===== src/rtl/seq_bit_tx.sv =====
// seq_bit_tx: parallel word in over load/ready, MSB-first serial out on x_out, then GAP idle zeros.
// Latency: data_in[WIDTH-1] appears on x_out the cycle after the accepting edge; one bit per clock.
// Backpressure: ready is low while shifting (except last bit when GAP=0) and in GAP; loads then are dropped.
module seq_bit_tx #(
  parameter int WIDTH = 8,
  parameter int GAP   = 2
) (
  input  logic             clk,
  input  logic             reset,
  input  logic [WIDTH-1:0] data_in,
  input  logic             load,
  input  logic             abort,
  output logic             ready,
  output logic             x_out,
  output logic             frame_done,
  output logic [1:0]       curr_state,
  output logic [3:0]       bit_cnt,
  output logic [7:0]       words_sent
);

  typedef enum logic [1:0] {
    S_IDLE  = 2'b00,
    S_SHIFT = 2'b01,
    S_GAP   = 2'b10,
    S_BAD   = 2'b11
  } state_t;

  localparam logic [3:0] LAST_BIT = 4'(WIDTH - 1);
  localparam logic [3:0] GAP_LAST = (GAP > 0) ? 4'(GAP - 1) : 4'd0;

  state_t           r_state;
  logic [WIDTH-1:0] r_shreg;
  logic [3:0]       r_bit_cnt;
  logic [3:0]       r_gap_cnt;
  logic [7:0]       r_words;

  state_t           w_state_n;
  logic [WIDTH-1:0] w_shreg_n;
  logic [3:0]       w_bit_cnt_n;
  logic [3:0]       w_gap_cnt_n;
  logic [7:0]       w_words_n;
  logic             w_last_bit;

  assign w_last_bit = (r_state == S_SHIFT) && (r_bit_cnt == LAST_BIT);

  // Outputs decode only registered state; no input-to-output path.
  assign x_out      = (r_state == S_SHIFT) ? r_shreg[WIDTH-1] : 1'b0;
  assign frame_done = w_last_bit;
  assign ready      = (r_state == S_IDLE) || (w_last_bit && (GAP == 0));
  assign curr_state = r_state;
  assign bit_cnt    = r_bit_cnt;
  assign words_sent = r_words;

  // Next-state logic: abort beats load, load beats normal sequencing.
  always_comb begin
    w_state_n   = r_state;
    w_shreg_n   = r_shreg;
    w_bit_cnt_n = r_bit_cnt;
    w_gap_cnt_n = r_gap_cnt;
    w_words_n   = r_words;
    case (r_state)
      S_IDLE: begin
        // An abort arriving while idle also swallows a simultaneous load.
        if (!abort && load) begin
          w_shreg_n   = data_in;
          w_bit_cnt_n = 4'd0;
          w_state_n   = S_SHIFT;
        end
      end
      S_SHIFT: begin
        if (abort) begin
          w_state_n   = S_IDLE;
          w_shreg_n   = '0;
          w_bit_cnt_n = 4'd0;
        end else if (r_bit_cnt == LAST_BIT) begin
          w_words_n   = r_words + 8'd1;
          w_bit_cnt_n = 4'd0;
          if (GAP > 0) begin
            w_state_n   = S_GAP;
            w_gap_cnt_n = 4'd0;
            w_shreg_n   = '0;
          end else if (load) begin
            // Back-to-back reload: the next word follows with no idle bit.
            w_shreg_n = data_in;
            w_state_n = S_SHIFT;
          end else begin
            w_state_n = S_IDLE;
            w_shreg_n = '0;
          end
        end else begin
          w_shreg_n   = {r_shreg[WIDTH-2:0], 1'b0};
          w_bit_cnt_n = r_bit_cnt + 4'd1;
        end
      end
      S_GAP: begin
        if (abort || (r_gap_cnt == GAP_LAST)) begin
          w_state_n   = S_IDLE;
          w_gap_cnt_n = 4'd0;
        end else begin
          w_gap_cnt_n = r_gap_cnt + 4'd1;
        end
      end
      default: begin
        // Unreachable encoding: recover to a clean idle.
        w_state_n   = S_IDLE;
        w_shreg_n   = '0;
        w_bit_cnt_n = 4'd0;
        w_gap_cnt_n = 4'd0;
      end
    endcase
  end

  // State registers with asynchronous active-low reset.
  always_ff @(posedge clk or negedge reset) begin
    if (!reset) begin
      r_state   <= S_IDLE;
      r_shreg   <= '0;
      r_bit_cnt <= 4'd0;
      r_gap_cnt <= 4'd0;
      r_words   <= 8'd0;
    end else begin
      r_state   <= w_state_n;
      r_shreg   <= w_shreg_n;
      r_bit_cnt <= w_bit_cnt_n;
      r_gap_cnt <= w_gap_cnt_n;
      r_words   <= w_words_n;
    end
  end

endmodule


===== config.mk =====
export PLATFORM = sky130hd
export DESIGN_NAME = seq_bit_tx
export DESIGN_NICKNAME = d
export VERILOG_FILES = /design/src/rtl/seq_bit_tx.sv
export SDC_FILE = /design/constraint.sdc
export NUM_CORES = 1
export LEC_CHECK = 0
export BUFFER_PORTS_ARGS = -buffer_cell sky130_fd_sc_hd__buf_2
export CORE_UTILIZATION = 57
export CTS_CLUSTER_DIAMETER = 50
export DETAILED_ROUTE_END_ITERATION = 10
export MAX_ROUTING_LAYER = met4
export PLACE_DENSITY = 0.83
export SYNTH_ARGS = -nofsm -noshare
export SYNTH_HDL_FRONTEND = slang
export SYNTH_SLANG_ARGS = --single-unit

===== constraint.sdc =====
create_clock -name clk -period 3.3 [get_ports clk]
set_input_delay 0.495 -clock clk [delete_from_list [all_inputs] [get_ports clk]]
set_output_delay 0.495 -clock clk [all_outputs]
set_load 0.05 [all_outputs]

==> impl_metrics.ini <==
[timing]
drv_slew = 0
fin_setup_tns_ps = 0
fin_crit_ps = 2350
rsz0062_at_grt = no
holdWs_ps = 142
hold_viol_final = 0
fin_crit_sh = 0.712
tightestPinTransition_ps = 685
fmax_mhz = 425
fin_ws_ps = 949
skew_ps = 1.67
setup_viol = 0
relSlewSlack = 0.541

[route]
finalWirelength_um = 2480
detail_route.wl_per_cell_um = 14.6
drt-met1-wl_um = 1140
viasPerCell = 5.87
wl_met2_um = 1190
via_count = 992
wl_met3_um = 116
ant_nets = 0
drc = 0
first_pass_iters = 4
drtIter0Drc = 31
top_layer_used = met4

[finish]
drive_above_1_share = 0.289
postLayoutCellArea_mm2 = 0.00151
fin_nets = 159
layout.cells.non_filler = 169
area_growth_pct = 15.3
diodes = 0
final_util = 0.732

[yosys]
yosysWarnings = 0
synth_compound_area_frac = 0.144
synth_top_family_by_area = simple AND/OR/NAND/NOR gates
synth-xor-area-share = 0.0602
yosys.area_share.simple = 0.183
syn_area_per_cell_um2 = 11.6
ys_ff_latch = 26
synth_nets = 129
synth_area_mm2 = 0.00131
syn-instance-count = 113
synth_edf_count = 0
muxShareOfSynthArea = 0.0344
ys_async_sr_fraction = 1.00
yosys_most_used_dff = dfrtp_1
ys_types = 38
synth-seq-area-share = 0.497
synthAdderAreaFrac = 0.0382

[worst_setup_path]
required_ps = 2800
start_kind = register
cp_max_fo = 10
path_depth = 4
crit_buf_inv = 1
startpoint = bit_cnt[0]
critPathKind = register to output port
end_kind = output port
critPathMaxStageDelay_ps = 430
cp_top_family = simple AND/OR/NAND/NOR gates
cp_data_arrival_time_ps = 1860
worstRegToRegCells = 3
worstPathCellList = ha_1, nand3b_1, nor3_1, buf_2
slowest_stage = dfrtp_1
rr_startpoint = curr_state[0]

[floorplan]
dieArea_mm2 = 0.00249
start_util = 0.635
die_x_um = 49.9
core-area_mm2 = 0.00206
die-height_um = 49.9
io_pins = 29
core.rowCount = 16

[clock_network]
cts_resized = 0
htreeDepth = 1
root_buffer = clkbuf_4
cts_inserted_buffers = 3
clk_path_buf_depth = 2
cts_hold_buf = 0
cts_sinks = 26
cts_setup_buffers = 0
tritoncts = built
path_clk_slew_ps = 140
clkLatencyLatePin_ps = 320

[grt]
antenna_found_initial = 0
grt_max_degree = 27
grt_pass1_wl_um = 4360
grt.total_usage = 0.241
gr-total-overflow = 0
grt_pass1_vias = 933

[place]
dp.cells = 165
pre_cts_ws_ps = 1340
placed_area_mm2 = 0.00146
gp_routability_congestion = 0.794
io_buffers = 28

[power]
switching_share = 0.269
finalPower_mw = 0.688
ir_worst_vdd_v = 0.000337
power_frac_comb = 0.157
power_frac_clock = 0.315
p_sw_mw = 0.185
power_density_mw_per_mm2 = 456
internal-power_mw = 0.503
seq_power_share = 0.528
power.leakage_nw = 0.751

[min_path]
hold_path_class = input port to asynchronous set/reset pin

[outcome]
outcome = finished clean

[run]
maxCapViolations = 0
flip-flops by register name, indices dropped and copies added, names as in the netlist:
signal	count
r_gap_cnt	4
curr_state	2
bit_cnt	4
words_sent	8
r_shreg	8
final timing paths:
| check | to | slack [ps] |
|---|---|---|
| max in group asynchronous | words_sent[1] | 2790 |
| min in group clk | r_shreg[1] | 420 |
| max reg2reg | r_shreg[4] | 1660 |
| min | bit_cnt[2] | 140 |
| max | frame_done | 950 |
| min reg2reg | words_sent[7] | 480 |
routing by layer:
layer | track usage | vias up
li1 | - | 486
met1 | 0.330 | 470
met2 | 0.358 | 32
met3 | 0.0432 | 4
met4 | 0.0857 | 0
met5 | - | -
kinds of logic after synthesis:
group           after synthesis
compound gates               23
xor+xnor                      9
fa+ha+maj                     4
buf+inv                      11
flops                        26
mux                           4
simple gates                 36
cells in the mapped netlist, drive strengths merged, types with 2 or more instances:
library cell / instances / area (µm²)
a22o: 2 / 17.5
a32oi: 7 / 61.3
buf: 3 / 26.3
dfrtp: 26 / 651
ha: 4 / 50.1
inv: 7 / 26.3
mux2i: 3 / 30.0
nand2: 5 / 21.3
nand3: 4 / 20.0
nand3b: 2 / 15.0
nand4: 4 / 25.0
nand4b: 2 / 17.5
nor2: 5 / 21.3
nor3: 3 / 15.0
nor3b: 3 / 32.5
o22ai: 2 / 12.5
o2bb2ai: 7 / 61.3
xnor2: 5 / 43.8
xor2: 4 / 35.0
power groups by stage:
stage          logic, mW  registers [mW]  clock network (mW)
6_report           0.108           0.363               0.217
2_1_floorplan     0.0627           0.383                   0
3_5_place_dp       0.109           0.368                   0
3_3_place_gp       0.108           0.367                   0
4_1_cts            0.109           0.362               0.222
5_1_grt            0.119           0.367               0.239
cells in the final DEF, fill, tap and decap left out, types with 2 or more instances in the layout:
cell type | Yosys | layout
xor2_1 | 4 | 4
o22ai_1 | 2 | 2
ha_1 | 4 | 4
a32oi_1 | 7 | 7
dfrtp_1 | 26 | 26
o2bb2ai_1 | 7 | 7
clkbuf_4 | 0 | 3
a22o_1 | 2 | 2
nor2_1 | 4 | 4
nand4b_1 | 2 | 2
inv_1 | 7 | 7
buf_2 | 0 | 28
nor3b_2 | 2 | 2
nand3b_1 | 2 | 2
nand2_1 | 4 | 4
nor3_1 | 3 | 3
nand4_1 | 4 | 4
nand3_1 | 4 | 4
mux2i_1 | 3 | 3
xnor2_1 | 5 | 5
layout make-up:
cell class / count / area [µm²]
Clock buffer: 3 / 22.5
Clock inverter: 1 / 30.0
Fill cell: 152 / 553
Inverter: 8 / 30.0
Multi-Input combinational cell: 76 / 602
Sequential cell: 26 / 651
Tap cell: 27 / 33.8
Timing Repair Buffer: 28 / 140
No activity file was read; power rests on OpenSTA's default activity.
